--- src/rtl/uart_receiver.sv ---
`default_nettype none
// ============================================================================
// Module   : uart_receiver
// Brief    : UART receive stage, 8N1 by default, 8E1 when UART_RX_PARITY_EN
//            is defined. Synchronises rx, rejects start glitches, samples
//            mid-bit and flags framing/parity errors instead of delivering data.
// Revision : 1.0 - initial release
// ============================================================================
module uart_receiver #(
    parameter int CLKS_PER_BIT = 868
) (
    input  logic       clk,
    input  logic       rst,
    input  logic       rx,
    output logic [7:0] dout,
    output logic       valid,
    output logic       frame_err,
    output logic       parity_err,
    output logic       rx_busy
);

    localparam int                 c_CNT_W     = $clog2(CLKS_PER_BIT);
    localparam logic [c_CNT_W-1:0] c_HALF_LAST = c_CNT_W'(CLKS_PER_BIT / 2 - 1);
    localparam logic [c_CNT_W-1:0] c_BIT_LAST  = c_CNT_W'(CLKS_PER_BIT - 1);

    localparam logic [2:0] c_ST_IDLE      = 3'd0;
    localparam logic [2:0] c_ST_START     = 3'd1;
    localparam logic [2:0] c_ST_DATA      = 3'd2;
    localparam logic [2:0] c_ST_STOP      = 3'd4;
    localparam logic [2:0] c_ST_WAIT_HIGH = 3'd5;
`ifdef UART_RX_PARITY_EN
    localparam logic [2:0] c_ST_PARITY    = 3'd3;
    localparam logic [2:0] c_ST_AFTER_DATA = c_ST_PARITY;
`else
    localparam logic [2:0] c_ST_AFTER_DATA = c_ST_STOP;
`endif

    logic               r_rx_meta;
    logic               r_rx_s;
    logic [2:0]         r_state;
    logic [2:0]         w_state_nxt;
    logic [c_CNT_W-1:0] r_cnt;
    logic [2:0]         r_idx;
    logic [7:0]         r_shift;
    logic [7:0]         r_dout;
    logic               r_valid;
    logic               r_frame_err;
    logic               w_half_done;
    logic               w_bit_done;
    logic               w_take_bit;
    logic               w_good;
    logic               w_ferr;
`ifdef UART_RX_PARITY_EN
    logic               r_par_bit;
    logic               r_parity_err;
    logic               w_take_par;
    logic               w_perr;
    logic               w_par_bad;
`endif

    // Both flops reset high so a reset never looks like a start edge.
    always_ff @(posedge clk or posedge rst) begin
        if (rst) begin
            r_rx_meta <= 1'b1;
            r_rx_s    <= 1'b1;
        end else begin
            r_rx_meta <= rx;
            r_rx_s    <= r_rx_meta;
        end
    end

    assign w_half_done = (r_cnt == c_HALF_LAST);
    assign w_bit_done  = (r_cnt == c_BIT_LAST);

    always_ff @(posedge clk or posedge rst) begin
        if (rst) begin
            r_state <= c_ST_IDLE;
        end else begin
            r_state <= w_state_nxt;
        end
    end

    always_comb begin
        w_state_nxt = r_state;
        case (r_state)
            c_ST_IDLE: begin
                if (!r_rx_s) w_state_nxt = c_ST_START;
            end
            c_ST_START: begin
                if (w_half_done) w_state_nxt = r_rx_s ? c_ST_IDLE : c_ST_DATA;
            end
            c_ST_DATA: begin
                if (w_bit_done && (r_idx == 3'd7)) w_state_nxt = c_ST_AFTER_DATA;
            end
`ifdef UART_RX_PARITY_EN
            c_ST_PARITY: begin
                if (w_bit_done) w_state_nxt = c_ST_STOP;
            end
`endif
            // Leaving STOP at the sample point gives half a bit of slack
            // to catch a back-to-back start edge.
            c_ST_STOP: begin
                if (w_bit_done) w_state_nxt = r_rx_s ? c_ST_IDLE : c_ST_WAIT_HIGH;
            end
            c_ST_WAIT_HIGH: begin
                if (r_rx_s) w_state_nxt = c_ST_IDLE;
            end
            default: w_state_nxt = c_ST_IDLE;
        endcase
    end

    always_comb begin
        w_take_bit = 1'b0;
        w_good     = 1'b0;
        w_ferr     = 1'b0;
`ifdef UART_RX_PARITY_EN
        w_take_par = 1'b0;
        w_perr     = 1'b0;
`endif
        case (r_state)
            c_ST_DATA: w_take_bit = w_bit_done;
`ifdef UART_RX_PARITY_EN
            c_ST_PARITY: w_take_par = w_bit_done;
`endif
            c_ST_STOP: begin
                if (w_bit_done) begin
                    if (!r_rx_s) begin
                        w_ferr = 1'b1;
`ifdef UART_RX_PARITY_EN
                    end else if (w_par_bad) begin
                        w_perr = 1'b1;
`endif
                    end else begin
                        w_good = 1'b1;
                    end
                end
            end
            default: ;
        endcase
    end

    // Bit counter restarts on every state change and at every bit boundary.
    always_ff @(posedge clk or posedge rst) begin
        if (rst) begin
            r_cnt <= '0;
        end else if ((w_state_nxt != r_state) || (r_state == c_ST_IDLE) || w_bit_done) begin
            r_cnt <= '0;
        end else begin
            r_cnt <= r_cnt + c_CNT_W'(1);
        end
    end

    always_ff @(posedge clk or posedge rst) begin
        if (rst) begin
            r_idx   <= 3'd0;
            r_shift <= 8'h00;
        end else if (r_state == c_ST_IDLE) begin
            r_idx   <= 3'd0;
        end else if (w_take_bit) begin
            r_shift[r_idx] <= r_rx_s;
            r_idx          <= r_idx + 3'd1;
        end
    end

    always_ff @(posedge clk or posedge rst) begin
        if (rst) begin
            r_dout      <= 8'h00;
            r_valid     <= 1'b0;
            r_frame_err <= 1'b0;
        end else begin
            r_valid     <= w_good;
            r_frame_err <= w_ferr;
            if (w_good) r_dout <= r_shift;
        end
    end

`ifdef UART_RX_PARITY_EN
    // Even parity: the received bit must equal the XOR of the data bits.
    assign w_par_bad = (r_par_bit != (^r_shift));

    always_ff @(posedge clk or posedge rst) begin
        if (rst) begin
            r_par_bit    <= 1'b0;
            r_parity_err <= 1'b0;
        end else begin
            r_parity_err <= w_perr;
            if (w_take_par) r_par_bit <= r_rx_s;
        end
    end

    assign parity_err = r_parity_err;
`else
    assign parity_err = 1'b0;
`endif

    assign dout      = r_dout;
    assign valid     = r_valid;
    assign frame_err = r_frame_err;
    assign rx_busy   = (r_state != c_ST_IDLE);

endmodule
`default_nettype wire

--- config.mk ---
export PLATFORM = sky130hd
export DESIGN_NAME = uart_receiver
export DESIGN_NICKNAME = d
export VERILOG_FILES = /design/src/rtl/uart_receiver.sv
export SDC_FILE = /design/constraint.sdc
export NUM_CORES = 1
export LEC_CHECK = 0
export BUFFER_PORTS_ARGS = -buffer_cell sky130_fd_sc_hd__buf_4
export CORE_ASPECT_RATIO = 0.8
export CORE_MARGIN = 1.5
export CORE_UTILIZATION = 26
export DETAILED_ROUTE_END_ITERATION = 12
export HOLD_SLACK_MARGIN = 0.08
export RECOVER_POWER = 50
export SLEW_MARGIN = 10
export SYNTH_ARGS = -nofsm -noshare
export SYNTH_HDL_FRONTEND = slang
export SYNTH_SLANG_ARGS = --single-unit
--- constraint.sdc ---
create_clock -name clk -period 1.95 [get_ports clk]
set_clock_uncertainty 0.15 [all_clocks]
set_input_delay 0.2925 -clock clk [delete_from_list [all_inputs] [get_ports clk]]
set_output_delay 0.2925 -clock clk [all_outputs]
set_load 0.005 [all_outputs]
; After elaboration in Yosys (flattened, before gate mapping)
; Index checks and enable logic that the tools add are counted.
[totals]
ff_bits = 36
inputBits = 3
out_inout_bits = 12
elab_cells = 51
[op_classes]
n_addsub = 2
order_cmp = 2
eq_ne = 8
n_mux = 21
bitwise_logic = 1
reduce_logical = 8
[ops]
columns = cell, count
row1 = 2-to-1 mux 3 bit, 8
row2 = case mux 3 bit (5 select lines), 1
row3 = adder 10 x 1 -> 10 bit (second input constant), 1
row4 = == test 10 bit (second input constant), 1
row5 = == test 10 x 9 -> 1 bit (second input constant), 1
row6 = 2-to-1 mux 10 bit, 1
row7 = == test 3 bit (second input constant), 3
row8 = bitwise mux 8 bit, 1
row9 = 2-to-1 mux 1 bit, 8
row10 = less-than comparator 3 x 4 -> 1 bit (second input constant), 1
row11 = adder 3 x 1 -> 3 bit (second input constant), 1
row12 = demux 1 bit (select 3 bit), 1
row13 = == test 3 x 1 -> 1 bit (second input constant), 1
row14 = == test 3 x 2 -> 1 bit (second input constant), 1
row15 = greater-or-equal comparator 3 x 1 -> 1 bit (second input constant), 1
row16 = zero test 3 bit, 1
row17 = != test 3 bit, 1
row18 = nonzero test 3 bit, 1
row19 = logical AND 1 bit, 2
row20 = logical OR 1 bit, 2
row21 = 2-to-1 mux 2 bit, 1
row22 = AND reduction 2 bit, 1
row23 = nonzero test 2 bit, 1
row24 = inverter 1 bit, 1

; Longest topological paths before layout
[depth]
word_depth = 8
depth_mapped = 6
mapped_depth_nobuf = 6

; Least setup slack after synthesis
; OpenSTA, ideal clock, no wires.
[synth_path]
path_kind = register -> register
from = register r_cnt[0]
to = register r_dout[0] (netlist: dout[0])
setup_ps = 125
arrival_time_ps = 1819
required_ps = 1675
setup_slack_ps = -143
stages_incl_launch_ff = 6
path_buffers = 0
period_less_slack_ps = 2093
cell_sequence = dfrtp_1 ha_1 and4b_2 nand3_4 nor4b_4 mux2_2
[synth_between]
elab_chain_len = 3
[synth_lines]
columns = element, line
row1 = start: declaration, 42  ; logic [c_CNT_W-1:0] r_cnt;
row2 = start signal: assignment, 149  ; r_cnt <= r_cnt + c_CNT_W'(1);
row3 = == test 10 bit, 73  ; assign w_bit_done = (r_cnt == c_BIT_LAST);
row4 = 2-to-1 mux 1 bit, 126  ; if (w_bit_done) begin
row5 = 2-to-1 mux 1 bit, 120  ; case (r_state)
row6 = via w_good, 51  ; logic w_good;
row7 = end signal: assignment, 173  ; if (w_good) r_dout <= r_shift;
row8 = end: declaration, 45  ; logic [7:0] r_dout;
; The timed path passes the listed nets, and every way through them passes these cells.
; A chain may end at the register's enable or synchronous reset.

; Final worst setup path
[layout_path]
from = register r_cnt[0]
to = register r_dout[1] (netlist: dout[1])
; The elaborated chain is that of the path after synthesis.

==> results.md <==
- GP Congestion: 0.7979
- Max cap viols: 0
- Dpl ws: -0.2059 ns
- Port Buffers: 13
- Syn avg cell area: 11.80 µm²
- CP Launch Type: register
- Clock Pin Slew Worst Setup and Hold Paths: 0.07 ns
- Finish-stage setup viols: 24
- Root buffer cell: clkbuf_8
- Final nets: 195
- Synth unique cells: 41
- Routed Antenna Nets: 0
- Vias in the first global route: 1,253
- Initial antenna violation count: 0
- Final Cell Area: 2318 µm²
- Die height: 75.57 µm
- Initial core utilization: a little over a quarter
- Tmin final: 2.014 ns
- CP arrival: 2.04 ns
- Synthesized flop and latch total: 36
- Final worst path period share: 103.3%
- Met1 GRT Util: about 14%
- Worst Setup SP: r_cnt[0]$_DFF_PP0_
- Worst r2r src: r_cnt[0]$_DFF_PP0_
- Crit path to: dout[1]$_DFFE_PP0P_
- Via Count: about 1,200
- Detailed Place HPWL: 2240 µm
- Area of the multi-input gates: between 800 and 900 µm²
- Register area: 903.4 µm²
- DR iter-0 viols: 48
- Clock latency on the worst-skew pair: around 0.28 ns
- Crit path depth: 6
- Cells after synthesis: 145
- Post-synth top area share: between 40% and 50%
- Busiest metal layer after global routing: met2
- Floorplan row count: 26
- Kind of critical path: reg -> reg
- Slew Limit Fails: 0
- CP max stage delay: 0.39 ns
- Commonest cells after routing, fill and taps aside: buf_4, dfrtp_1, nor2_1
- Buf/Inv on CP: 1
- Fraction of registers with async set/reset: between 90% and 100%
- Largest cells by area after synthesis: dfrtp_1, mux2_2, nor2_1, dfstp_2, ha_1
- Drt drc: 0
- RSZ-0062 raised after global routing: yes
- Global-route usage over all layers: 10.64%
- Leak pwr: 0.001106 µW
- Most common cell after layout, fill and taps aside: buf_4
- P&R area growth vs syn: 35.45%
- Fillers: 649
- Cell Area, Synth: 1712 µm²
- Final WL: approximately 3400 µm
- Worst vdd ir: between 0.2 and 0.3 mV
- Antenna diodes: 0
- Yosys top cell by area: dfrtp_1
- Status: finished, violations left
- Core area: roughly 6400 µm²
- Longest Clk Path Bufs: 2
- Initial DRT Pass Iterations: 4
- Worst slew margin: 42.60%
- Synth warnings: 0
- Layout cell share with drive strength beyond 1: 44.97%
- Violated checks: negative setup slack
- Final hold slack: 0.2141 ns
- HP Class: reg -> reg
- Htree depth: 2
- Die area: 7082 µm²
- Sink Count: 36
- I/O pin total: 15
- Placed cell area: slightly above 2000 µm²
- WL/cell: 12.63 µm
- Pin count of the biggest net entering global routing: 37
- Critical-path cell list: ha_2, and4b_2, nand3_4, nor4b_4, buf_4, mux2_4
- Crit Reg-Reg Endpoint: dout[1]$_DFFE_PP0P_
- Top delay family on crit path: simple AND/OR/NAND/NOR gates
- Power per cell area: 585.8 nW/µm²
- Worst-path fanout max: 4
- PnR worst setup slack: -0.06437 ns
- Number of synthesized flops with an enable pin: 0
- Met2 usage: about 16%
- Die W: between 90 and 100 µm
- Main synth FF type: dfrtp_1
- CTS tree: done
- Fmax: 0.4964 GHz
- Met3 Use GR: 2.994%
- CP Data Required Time: 1.97 ns
- Endpoints failing hold: 0
- Syn_nets: 152
- Reg2Reg Setup Slack: -0.06 ns
- Slew @ Worst Pin: 0.8610 ns
- Num CTS Buffers: 5
- Sequential area share after synthesis: 52.78%
- Critical path endpoint category: register
- First-pass GRT wire length: 5789 µm
- Worst path slowest cell: dfrtp_1
- R2R depth: 6
- Vias/cell: around 4.4
- Total grt overflow: 0
cell families after synthesis:
| group | count (synthesis) | synth area share (%) |
|---|---|---|
| flip-flops | 36 | 52.78 |
| other | 1 | 0.2191 |
| multiplexers | 16 | 10.53 |
| AND/OR/NAND/NOR | 62 | 23.32 |
| XOR/XNOR | 8 | 4.094 |
| adder cells (fa/ha/maj) | 4 | 2.924 |
| AO/OA/AOI/OAI | 8 | 3.290 |
| buffers and inverters | 10 | 2.851 |
timing repair:
action	4_1_cts	5_1_grt
hold buffers	2	0
buffers inserted	5	3
pin swaps	11	2
gates resized for setup	21	4
endpoints found under the hold margin	35	0
cloned	1	0
setup endpoints to repair	27	31
where the power goes:
| part | internal, µW | switching, µW |
|---|---|---|
| sequential | 750 | 2.90 |
| combinational | 7.86 | 17.2 |
| clock | 322 | 257 |
routing by layer:
metal	up-vias	wire length [µm]
li1	603	-
met2	17	1504
met4	0	38
met1	581	1784
met3	5	120
met5	-	0
state kept, by name, indices dropped and copies added, names as in the netlist, 3 cells and up:
register / flops
r_shift: 8
r_state: 3
dout: 8
r_cnt: 10
r_idx: 3
synthesized netlist by cell type, drive strengths merged (2+ instances only):
library cell and count:
inv 3, nand4 4, clkbuf 5, nand2 9
mux2 16, or3b 2, buf 2, dfrtp 34
nand4b 3, nand2b 2, and4 2, nor3 3
a21oi 2, nor4 2, xor2 5, nor2 15
dfstp 2, ha 4, xnor2 3, nor4b 3
nand3 9
cell type report:
class                      count  share of cell area [%]
multi-input combinational    100                   37.83
timing repair buffer          42                   13.87
inverter                       3                  0.4857
clock buffer                   8                   4.317
sequential                    36                   38.96
tap                           84                   4.533
worst min path at each step:
stage,cells past startpoint,from,end,slack (ns)
after floorplan,0,rx,r_rx_meta$_DFF_PP1_,0.15
after global placement,0,r_rx_meta$_DFF_PP1_,r_rx_s$_DFF_PP1_,0.20
after detailed placement,0,r_rx_meta$_DFF_PP1_,r_rx_s$_DFF_PP1_,0.20
after CTS,0,r_rx_meta$_DFF_PP1_,r_rx_s$_DFF_PP1_,0.21
after global routing,0,r_rx_meta$_DFF_PP1_,r_rx_s$_DFF_PP1_,0.21
final,0,r_rx_meta$_DFF_PP1_,r_rx_s$_DFF_PP1_,0.21
per-stage QoR:
stage	cells	TNS [ns]	total power [µW]	utilization, %
global placement	255	-1.791	791.8	32.03
detailed placement	255	-3.010	792.0	32.03
floorplan	145	-1.346	781.1	-
finish	273	-1.126	1358	36.36
CTS	271	-1.523	1382	35.97
global route	273	-3.081	1408	36.36
Note: power is estimated with default switching activity, not from simulation.
